`src/rtl/reg_dr_if.sv`:
```
// Bus bundle for reg_dr: instruction word, memory data and timing state in,
// DR contents and zero flag out.
interface reg_dr_if #(
   parameter int DW = 16
);
   logic [15:0]   IN_IR;
   logic [DW-1:0] IN;
   logic [2:0]    t;
   logic [DW-1:0] Q_DR;
   logic          Z_DR;

   modport master (output IN_IR, IN, t, input Q_DR, Z_DR);
   modport slave  (input IN_IR, IN, t, output Q_DR, Z_DR);
endinterface

```
`src/rtl/reg_dr.sv`:
```
// Data register DR: loaded from memory at T4 of AND/ADD/LDA/ISZ, incremented at T5 of ISZ.
// Optional zero flag on Z_DR enabled by macro REG_DR_ZFLAG_EN.
module reg_dr #(
   parameter int DW = 16
) (
   input logic    CLK,
   input logic    RST,
   reg_dr_if.slave bus
);
   logic [2:0]    d;
   logic          load;
   logic          incr;
   logic [DW-1:0] dr_q;

   // The indirect bit IN_IR[15] plays no part in the decision.
   assign d    = bus.IN_IR[14:12];
   assign load = (bus.t == 3'd4) &&
                 ((d == 3'd0) || (d == 3'd1) || (d == 3'd2) || (d == 3'd6));
   assign incr = (bus.t == 3'd5) && (d == 3'd6);

   always_ff @(posedge CLK) begin
      if (RST) begin
         dr_q <= '0;
      end else if (load) begin
         dr_q <= bus.IN;
      end else if (incr) begin
         dr_q <= dr_q + 1'b1;
      end
   end

   assign bus.Q_DR = dr_q;

`ifdef REG_DR_ZFLAG_EN
   assign bus.Z_DR = (dr_q == '0);
`else
   assign bus.Z_DR = 1'b0;
`endif
endmodule

```
`src/flat_wrapper.sv`:
```
// flat-port wrapper written by rule: the top's interface ports become plain ports
module reg_dr_flat 
#(
   parameter int DW = 16
)
  (CLK, RST, bus_IN_IR, bus_IN, bus_t, bus_Q_DR, bus_Z_DR);
  reg_dr_if #(.DW(DW)) bus_i ();
  input logic CLK;
  input logic RST;
  input wire logic [$bits(bus_i.IN_IR)-1:0] bus_IN_IR;
  input wire logic [$bits(bus_i.IN)-1:0] bus_IN;
  input wire logic [$bits(bus_i.t)-1:0] bus_t;
  output wire logic [$bits(bus_i.Q_DR)-1:0] bus_Q_DR;
  output wire logic [$bits(bus_i.Z_DR)-1:0] bus_Z_DR;
  assign bus_i.IN_IR = bus_IN_IR;
  assign bus_i.IN = bus_IN;
  assign bus_i.t = bus_t;
  assign bus_Q_DR = bus_i.Q_DR;
  assign bus_Z_DR = bus_i.Z_DR;
  reg_dr #(.DW(DW)) u_core (.CLK(CLK), .RST(RST), .bus(bus_i));
endmodule
```
`config.mk`:
```
export PLATFORM = sky130hd
export DESIGN_NAME = reg_dr_flat
export DESIGN_NICKNAME = d
export VERILOG_FILES = /design/src/rtl/reg_dr_if.sv /design/src/rtl/reg_dr.sv /design/src/flat_wrapper.sv
export SDC_FILE = /design/constraint.sdc
export NUM_CORES = 1
export LEC_CHECK = 0
export CORE_AREA = 10 10 68 70
export DETAILED_ROUTE_END_ITERATION = 8
export DIE_AREA = 0 0 78 80
export MAX_ROUTING_LAYER = met4
export PLACE_DENSITY = 0.76
export SLEW_MARGIN = 40
export SYNTH_ARGS = -nofsm -noshare
export SYNTH_HDL_FRONTEND = slang
export SYNTH_SLANG_ARGS = --single-unit
```
`constraint.sdc`:
```
create_clock -name CLK -period 2 [get_ports CLK]
set_input_delay 0.4 -clock CLK [delete_from_list [all_inputs] [get_ports CLK]]
set_output_delay 0.4 -clock CLK [all_outputs]
set_load 0.005 [all_outputs]
```
# Yosys cells after proc, flatten, opt, wreduce, memory -nomap -nowiden
# Cells that the tools add are included.
# word_totals
ff_bits	16
latch_bits	0
ramBits	0
mem_bits_ro	0
input_bits	37
output_inout_bits	17
word_cells	16
mem_count	0
# op_classes
add_sub_neg	1
mul	0
n_div	0
n_lt_le_gt_ge	0
n_eq_ne	5
shifts	0
muxes	2
n_bitwise	0
n_reduce_logical	7
# op_table
operator	n
16-bit 2-to-1 mux	2
16-bit by 1-bit adder with 16-bit output (second input constant)	1
3-bit == test (second input constant)	3
3-bit by 1-bit == test with 1-bit output (second input constant)	1
3-bit by 2-bit == test with 1-bit output (second input constant)	1
3-bit zero test	1
1-bit logical OR	3
1-bit logical AND	2
2-bit nonzero test	1

# Logic depth before layout (Yosys ltp)
# depth
depth_word	6
mapped_depth	6
mapped_depth_nobuf	5

# Least setup slack after synthesis
# No wires, ideal clock.
# synth_path
kind	input -> register
from	input port bus_t[1]
to	register u_core.dr_q[13] (netlist: u_core.bus.Q_DR[13])
setup_ns	0.091
arrival_ns	1.850
setup_slack_ns	0.059
cell_stages	4
n_path_buf	0
path_cell_list	nand2b_1 > or4_4 > or4_1 > a311oi_1
# synth_between
elab_chain_len	3
word_cells_on_any_way	6
# synth_lines
item	line_no	source
start, declared	flat_wrapper.sv:12	input wire logic [$bits(bus_i.t)-1:0] bus_t;
3-bit == test, on equally long branches	reg_dr.sv:17, reg_dr.sv:19	
1-bit logical AND, on equally long branches	reg_dr.sv:17, reg_dr.sv:19	
16-bit 2-to-1 mux or 2-bit nonzero test (tied branches)	--	
end signal, assigned	reg_dr.sv:25	dr_q <= bus.IN;
end signal, assigned	reg_dr.sv:27	dr_q <= dr_q + 1'b1;
end, declared	reg_dr.sv:13	logic [DW-1:0] dr_q;
# Several ways; a longest one is shown, not always the timed one.
# A chain may end at the register's enable or synchronous reset.

# Worst setup path after layout
# layout_path
from	register u_core.dr_q[0] (netlist: u_core.bus.Q_DR[0])
to	register u_core.dr_q[8] (netlist: u_core.bus.Q_DR[8])
# layout_between
elab_chain_len	3
# layout_lines
item	line_no	source
16-bit by 1-bit adder with 16-bit output	reg_dr.sv:27	
16-bit 2-to-1 mux	reg_dr.sv:26	end else if (incr) begin
16-bit 2-to-1 mux	reg_dr.sv:24	end else if (load) begin
# No other way between the ends. The select of a mux whose other input is x is not followed.

==> results_dict.tcl <==
set metrics [dict create \
    finalClockSkew_ps 2.400 \
    place_congestion 0.7928 \
    critPathKind "register to register" \
    initialDrtViolationCount 73 \
    cts_root_buf "clkbuf_4" \
    die_w_um 78 \
    htree_levels 1 \
    synth.area.top_cells "dfxtp_1 (33%), a211oi_1 (5.5%), a311oi_1 (5.5%), nor2_1 (4.7%), xnor2_1 (3.7%)" \
    crit_path_end "u_core.bus.Q_DR[8]" \
    cp-startpoint "u_core.bus.Q_DR[0]" \
    clkSinkCount 16 \
    area_growth_syn_to_layout_pct 67.45 \
    p_leak_nw 0.5674 \
    grt_max_degree 17 \
    crit_chain "ha_1, nand3b_1, or4_4, or3_4, a311oi_2" \
    rows 21 \
    slew_violations 0 \
    largest_register_ffs 16 \
    dr.pass1.iters 5 \
    required_ps 2200 \
    cap_violations 0 \
    grt_pass1_vias 1141 \
    synth_edf_count 0 \
    fmax_mhz 539.8 \
    setup_violations 0 \
    worstMarginPinSlew_ps 719.2 \
    async_flop_share_pct 0 \
    final_cells 215 \
    finalSetupTns_ps 0 \
    crit_path_end_kind "register" \
    portBuffers 39 \
    dp_hpwl_mm 2.520 \
    critical_path.max_stage_delay_ps 450 \
    antennaDiodeCount 0 \
    hold_viol 0 \
    clk_pin_slew_ps 100 \
    slew_headroom_pct 51.90 \
    wl_mm 3.121 \
    synth_top_area_share_pct 33.46 \
    synth.avg_cell_area_sq_um 8.471 \
    synthesis.area_sq_um 957.2 \
    rr_startpoint "u_core.bus.Q_DR[0]" \
    min_period_ps 1853 \
    fin_crit_sh_pct 92.63 \
    worst-path-buf-inv 0 \
    dp_cells 210 \
    synth-seq-area-share_pct 33.46 \
    synth_top_area_cell "dfxtp_1" \
    synth-main-ff-cell "dfxtp_1" \
    final_cell_mix "clkdlybuf4s50_1 (33), buf_4 (17), dfxtp_1 (16)" \
    synth-warning-count 0 \
    antenna_found_initial 0 \
    dieArea_sq_um 6240 \
    worstPathMaxFanout 6 \
    grt_use_total_pct 10.19 \
    synth_cell_types 40 \
    grt-ovfl-total 0 \
    final_common_cell "clkdlybuf4s50_1" \
    grt_pass1_wl_mm 5.188 \
    arrival_ps 2050 \
    core_area_sq_um 3284 \
    syn-num-nets 151 \
    cp-start-kind "register" \
    hold_path.class "register to register" \
    final_net_count 208 \
    post_drt_wl_per_cell_um 14.52 \
    crit_family "simple AND/OR/NAND/NOR gates" \
    timing.rr.end "u_core.bus.Q_DR[8]" \
    io_pins 54 \
    dieHeight_um 80 \
    rrSetupSlack_ps 150 \
    cts_tree "yes" \
    status "complete, no violations" \
    path_depth 5 \
    r2r_cells 5 \
    drtAntennaViolNets 0 \
    rsz0062_at_grt "no" \
    drc 0 \
    dpl_cell_area_sq_um 1510 \
    power.density_nw_per_um2 432.2 \
    clockBufferDepth 2 \
    num_vias 1100 \
    vias_per_cell 5.116 \
    ys_ff_latch 16 \
    numCtsBuffers 3 \
    slowest_stage "or4_4" \
    fin_area_sq_um 1603 \
    synth_cells 113 \
    clk_latency_ps 280 \
    drive_above_1_share_pct 21.30 \
    vdd_drop_max_mv 0.1357 \
    initial_core_util_pct 29.14 \
]
-- routing by layer --
metal / GRT usage (%) / vias to the layer above / share of wire [%]
li1: - / 551 / -
met1: 11.73 / 515 / 46
met2: 17.16 / 34 / 50
met3: 2.703 / 0 / 4.6
met4: 2.688 / 0 / 0
met5: - / - / 0
-- cells by family (layout without fill, tap and decap cells) --
kind of cell | count (synthesis) | count (layout) | synth area share, %
AND/OR/NAND/NOR | 51 | 51 | 32.16
AO/OA/AOI/OAI | 27 | 27 | 21.57
adder cells (fa/ha/maj) | 1 | 1 | 1.307
buffers and inverters | 10 | 66 | 4.314
XOR/XNOR | 5 | 5 | 4.575
multiplexers | 2 | 2 | 2.222
flip-flops | 16 | 16 | 33.46
other | 1 | 1 | 0.3918
-- timing repair --
action | in CTS | in global routing
pin swaps | 5 | 1
gates resized for setup | 9 | 8
setup buffers | 0 | 1
setup endpoints to repair | 8 | 7
hold endpoints to repair | 0 | 0
hold buffers | 0 | 0
-- worst register-to-register path: cells and delay by family (launching register included) --
family          cells  cell delay [ps]
flops               1              440
fa+ha+maj           1              200
simple gates        3              900
compound gates      1              230
-- through the flow --
step	worst slack (ps)	utilization (%)	hold WS, ps	power [mW]
floorplan	58.64	-	472.1	0.3877
global placement	-400.9	45.98	506.8	0.4784
detailed placement	-457.3	45.98	515.3	0.4820
CTS	0.8140	47.47	529.1	0.6970
global route	33.06	48.80	557.0	0.7339
finish	147.4	48.80	533.3	0.6927
-- cell usage after synthesis, types with 3 or more instances --
cell type	count
or3_1	4
a21oi_1	3
xnor2_1	4
nor4_1	3
inv_1	5
nand2_1	5
nor3_1	3
clkbuf_1	4
nor2_1	12
or4_1	3
a211oi_1	7
and4_1	3
a311oi_1	6
dfxtp_1	16
nand3_1	5
-- cell type report --
| cell class | instances | area, sq um |
|---|---|---|
| Sequential cell | 16 | 320.3 |
| Clock buffer | 4 | 36.28 |
| Inverter | 5 | 18.77 |
| Fill cell | 334 | 1682 |
| Multi-Input combinational cell | 87 | 644.4 |
| Timing Repair Buffer | 57 | 525.5 |
| Tap cell | 46 | 57.56 |
-- power breakdown --
group	leakage, nW	internal (mW)	switching [mW]
Clock	0.0210	0.111	0.104
Sequential	0.130	0.330	0.0141
Combinational	0.416	0.0850	0.0483
-- worst min-delay path by stage --
stage,slack (ps),startpoint,to,cells after the start
after CTS,530,u_core.bus.Q_DR[13],u_core.bus.Q_DR[13],2
final,530,u_core.bus.Q_DR[13],u_core.bus.Q_DR[13],2
after global placement,510,u_core.bus.Q_DR[13],u_core.bus.Q_DR[13],2
after detailed placement,520,u_core.bus.Q_DR[13],u_core.bus.Q_DR[13],2
after global routing,560,u_core.bus.Q_DR[13],u_core.bus.Q_DR[13],2
after floorplan,470,RST,u_core.bus.Q_DR[10],1
Note: power is estimated with default switching activity, not from simulation.
